## src/rtl/feed_from_mem_stream.sv

```systemverilog
// Reads a block of wide memory words one request at a time and scatters their
// little-endian sub-bytes into a bank of FIFOs, sequentially or interleaved.
module feed_from_mem_stream #(
  parameter int NUM_FIFOS  = 9,
  parameter int DEPTH      = 8,
  parameter int DATA_WIDTH = 8,
  parameter int MEM_WIDTH  = 64,
  parameter int ADDR_WIDTH = 32
) (
  input  logic                  clk,
  input  logic                  rst,
  input  logic [ADDR_WIDTH-1:0] addr,
  input  logic                  fill,
  input  logic                  mode,
  output logic [ADDR_WIDTH-1:0] mem_addr,
  output logic                  mem_read,
  input  logic                  mem_waitrequest,
  input  logic [MEM_WIDTH-1:0]  mem_readdata,
  input  logic                  mem_readdatavalid,
  input  logic [NUM_FIFOS-1:0]  fifo_full,
  output logic [DATA_WIDTH-1:0] dataByte,
  output logic [NUM_FIFOS-1:0]  fifoEnable,
  output logic                  busy,
  output logic                  done
);
  localparam int BPW   = MEM_WIDTH / DATA_WIDTH;
  localparam int TOTAL = NUM_FIFOS * DEPTH;
  localparam int BW    = $clog2(TOTAL + 1);
  localparam int SW    = (BPW > 1) ? $clog2(BPW) : 1;
  localparam int TW    = (NUM_FIFOS > 1) ? $clog2(NUM_FIFOS) : 1;
  localparam int DW    = (DEPTH > 1) ? $clog2(DEPTH) : 1;

  typedef enum logic [2:0] {IDLE, REQ, WAIT, UNPACK, DONE} state_t;

  state_t                            state;
  logic                              mode_r;
  logic [BW-1:0]                     b;
  logic [SW-1:0]                     sel;
  logic [TW-1:0]                     tgt;
  logic [DW-1:0]                     dcnt;
  logic [BPW-1:0][DATA_WIDTH-1:0]    wbuf;
  logic                              last_byte, last_in_word, wr;

  always_comb begin
    last_byte    = (b == BW'(TOTAL - 1));
    last_in_word = (sel == SW'(BPW - 1)) || last_byte;
    wr           = (state == UNPACK) && !fifo_full[tgt];
    dataByte     = '0;
    fifoEnable   = '0;
    if (state == UNPACK) begin
      dataByte        = wbuf[sel];
      fifoEnable[tgt] = ~fifo_full[tgt];
    end
  end

  // Target is tracked incrementally: a wrap counter when interleaved, a
  // per-FIFO fill counter when sequential.
  always_ff @(posedge clk) begin
    if (rst) begin
      state    <= IDLE;
      mem_read <= 1'b0;
      mem_addr <= '0;
      busy     <= 1'b0;
      done     <= 1'b0;
      mode_r   <= 1'b0;
      b        <= '0;
      sel      <= '0;
      tgt      <= '0;
      dcnt     <= '0;
      wbuf     <= '0;
    end else begin
      done <= 1'b0;
      case (state)
        IDLE: if (fill) begin
          mem_addr <= addr;
          mode_r   <= mode;
          b        <= '0;
          sel      <= '0;
          tgt      <= '0;
          dcnt     <= '0;
          mem_read <= 1'b1;
          busy     <= 1'b1;
          state    <= REQ;
        end
        REQ: if (!mem_waitrequest) begin
          mem_read <= 1'b0;
          state    <= WAIT;
        end
        WAIT: if (mem_readdatavalid) begin
          wbuf  <= mem_readdata;
          state <= UNPACK;
        end
        UNPACK: if (wr) begin
          b   <= b + 1'b1;
          sel <= sel + 1'b1;
          if (mode_r) tgt <= (tgt == TW'(NUM_FIFOS - 1)) ? '0 : tgt + 1'b1;
          else if (dcnt == DW'(DEPTH - 1)) begin
            dcnt <= '0;
            tgt  <= tgt + 1'b1;
          end else dcnt <= dcnt + 1'b1;
          if (last_byte) begin
            done  <= 1'b1;
            state <= DONE;
          end else if (last_in_word) begin
            sel      <= '0;
            mem_read <= 1'b1;
            mem_addr <= mem_addr + 1'b1;
            state    <= REQ;
          end
        end
        DONE: begin
          busy  <= 1'b0;
          state <= IDLE;
        end
        default: state <= IDLE;
      endcase
    end
  end
endmodule

```

## config.mk

```make
export PLATFORM = sky130hd
export DESIGN_NAME = feed_from_mem_stream
export DESIGN_NICKNAME = d
export VERILOG_FILES = /design/src/rtl/feed_from_mem_stream.sv
export SDC_FILE = /design/constraint.sdc
export NUM_CORES = 1
export LEC_CHECK = 0
export CAP_MARGIN = 20
export CORE_UTILIZATION = 25
export DETAILED_ROUTE_END_ITERATION = 7
export HOLD_SLACK_MARGIN = 0.1
export PLACE_DENSITY = 0.48
export SYNTH_ARGS = -nofsm -noshare
export SYNTH_HDL_FRONTEND = slang
export SYNTH_SLANG_ARGS = --single-unit
export TNS_END_PERCENT = 5
```

## constraint.sdc

```tcl
create_clock -name clk -period 2.48 [get_ports clk]
set_clock_uncertainty 0.05 [all_clocks]
set_input_delay 0.496 -clock clk [delete_from_list [all_inputs] [get_ports clk]]
set_output_delay 0.496 -clock clk [all_outputs]
set_load 0.02 [all_outputs]
```

==> results.ini, run 1 <==
[status]
status=complete, no violations

[clocking]
clkSinkCount=120
htree_num_levels=4
cts.hold.buffers_added=0
cts_buffers=17
insertion_delay_ns=0.42
ctsRootBufferMaster=clkbuf_16
cts_tree=built
clk_pin_slew_ns=0.06
cts_buffer_depth=2

[routing]
drt_wl_total_um=19580
post_drt_wl_per_cell_um=15.44
drc=0
initialDrtViolationCount=288
routed-via-count=6081
vias_per_cell=4.796
first_pass_iters=4
ant_nets=0

[critical_path]
crit_path_start_kind=input port
critical_path_arrival_ns=1.93
critPathTopFamily=buffers and inverters
setup.worst_path.class=in -> out
critPathBufInv=2
critPathMaxFanout=5
path_cells=clkdlybuf4s50_1 -> and4bb_2 -> a211oi_4 -> a22o_4 -> and4b_1 -> buf_2
crit_required_ns=1.93
cp-end-kind=output pin
slowest_stage=clkdlybuf4s50_1
slowest_delay_ns=0.39

[cells_and_area]
insertedDiodeCount=0
final_core_util_pct=37.82
drive_gt1_share_pct=14.75
multi_input_area_um2=3511
regArea_um2=2410
nNetsFinal=1057
nFillCells=2412
fin_area_um2=8984
syn_to_final_growth_pct=46.35

[synthesis]
synth_edf_count=0
syn_area_um2=6138
ys_seq_elements=120
seq_area_frac_synth_pct=39.14
synth_most_common_cell=nand2_1
async_reset_ff_share_pct=0
synth_common_cells=nand2_1 (184), dfxtp_1 (120), a21oi_1 (105), nor2_1 (48), clkbuf_1 (39)
synth_largest_area_cell=dfxtp_1
yosys-top-cells-area=dfxtp_1 (39%), nand2_1 (11%), a21oi_1 (8.6%)
ys.flop_type=dfxtp_1
synth_fp_nets=884
yosysUniqueCellTypes=64
syn_area_per_cell_um2=8.045
synth_cells=763
synth_top_area_share_pct=39.14
synth_warnings=0

[sta]
setup_viol=0
fin_crit_ns=2.478
rsz0062_at_grt=yes
fmax_ghz=0.4036
hold_viol=0
worst_slew_pin_slew_ns=0.7679
slew_headroom_pct=48.81
slew_viol_final=0
fin_crit_sh_pct=99.91

[place]
globalplace.congestion=0.7959
place_hpwl_um=13320
dpl_cell_area_um2=8361
io_buffer_count=162

[global_route]
grt-ovfl-total=0
grt_pass1_wl_um=31170
grt_max_degree=106
grt.total_usage_pct=16.01
antenna_found_initial=1
grt_pass1_vias=5897

[pwr]
power.density_nw_per_um2=616.4
p_leak_nw=3.299
vdd_ir_drop_max_mv=0.3583
power_mw=5.538

[job]
drv_cap=0

[floorplanning]
core-area_um2=23750
ios=163
die_w_um=158.7
die_y_um=158.7
die_area_um2=25180
initial_core_util_pct=25.84
fp-row-count=56

[worst_hold_path]
min_path_type=reg -> reg

==> path summary, 6_finish.rpt <==
kind              slack (ns)       endpoint         start  depth (start not counted)
setup / recovery       0.002  fifoEnable[8]  fifo_full[8]                          6
hold / removal          0.40       wbuf[56]      wbuf[56]                          2
hold reg to reg         0.40       wbuf[56]      wbuf[56]                          2
setup reg to reg        0.12   mem_addr[21]        tgt[0]                         11
==> cell usage in the layout (no fill, tap or decap), types with 4 or more instances in the layout <==
master           synthesis  layout
nand4_1                  9       9
xor2_1                   5       5
nand2_1                184     184
inv_1                    4       4
clkdlybuf4s50_1          0     142
buf_2                    6      13
and4_1                   6       6
o21a_1                   7       7
nor3_1                  10      10
nor4_1                   6       6
mux4_2                  16      16
a22o_1                   6       6
a31o_2                   4       4
nor2_1                  48      48
dfxtp_1                120     118
o31ai_1                 12      12
nand3_1                 14      13
ha_1                    10      10
a31oi_1                  5       5
a21oi_1                105     105
o21ai_0                 31      31
buf_4                    3      46
clkbuf_16                0      17
mux2i_1                 11       9
and2_1                   9       9
buf_12                   0       8
nor2b_1                  4       4
inv_6                    0       5
o22a_1                   5       5
and3_1                  21      19
==> tightest hold or removal path: stages, from the launching register on <==
cell and delay (ns):
dfxtp_1 0.31, nand2_1 0.05, a21oi_1 0.05
==> timing repair <==
item | 4_1_cts | 5_1_grt
setup endpoints to repair | 17 | 15
buffers inserted | 1 | 0
gates cloned | 1 | 0
pin swaps | 4 | 2
gates resized for setup | 84 | 5
==> logic make-up after synthesis <==
kind of cell | share of synthesized area, %
multiplexers | 8.092
XOR/XNOR | 0.7134
flip-flops | 39.14
AO/OA/AOI/OAI | 21.91
adder cells (fa/ha/maj) | 2.038
buffers and inverters | 4.505
AND/OR/NAND/NOR | 23.60
==> layout make-up <==
type / instances / area share, %
Clock buffer: 18 / 4.889
Sequential cell: 120 / 26.82
Multi-Input combinational cell: 580 / 39.08
Clock inverter: 14 / 2.061
Inverter: 5 / 0.2089
Tap cell: 319 / 4.443
Timing Repair Buffer: 212 / 22.49
==> power breakdown <==
part           switching, mW  internal [mW]  leakage, nW
registers             0.0812           2.01        0.976
clock network           1.01           1.63        0.296
logic                  0.382          0.423         2.03
==> registers in the layout (all words and copies together), names as in the netlist <==
name / count
b: 7
busy: 1
dcnt: 3
done: 1
mem_addr: 32
mem_read: 1
mode_r: 1
sel: 3
state: 3
tgt: 4
wbuf: 64
==> through the flow <==
stage | cells | TNS (ns) | hold WS, ns | setup slack [ns]
after floorplan | 763 | 0 | 0.3831 | 0.1058
after global placement | 1234 | -7.481 | 0.3891 | -0.5176
after detailed placement | 1234 | -8.173 | 0.3952 | -0.5344
after CTS | 1268 | -0.03690 | 0.4036 | -0.02638
after global routing | 1268 | -0.4860 | 0.4183 | -0.07255
final | 1268 | 0 | 0.4026 | 0.002246
==> routing by layer <==
layer	GRT usage, %	part of all wire, %	wire length, um
met1	20.02	45	8862
met2	26.59	47	9111
met3	4.627	7.2	1414
met4	4.579	0.92	180
met5	0	0.061	12
Power figures use the tool's default switching activity.
==> inputs of run 2 (changes only) <==
--- a/config.mk
+++ b/config.mk
@@ -7,7 +7,9 @@
 export LEC_CHECK = 0
 export CAP_MARGIN = 20
 export CORE_UTILIZATION = 25
+export CTS_CLUSTER_DIAMETER = 40
 export DETAILED_ROUTE_END_ITERATION = 7
+export GPL_ROUTABILITY_DRIVEN = 0
 export HOLD_SLACK_MARGIN = 0.1
 export PLACE_DENSITY = 0.48
 export SYNTH_ARGS = -nofsm -noshare
==> results of run 2 <==
Same layout as run 1: the final DEF is identical, and so are final timing and power.
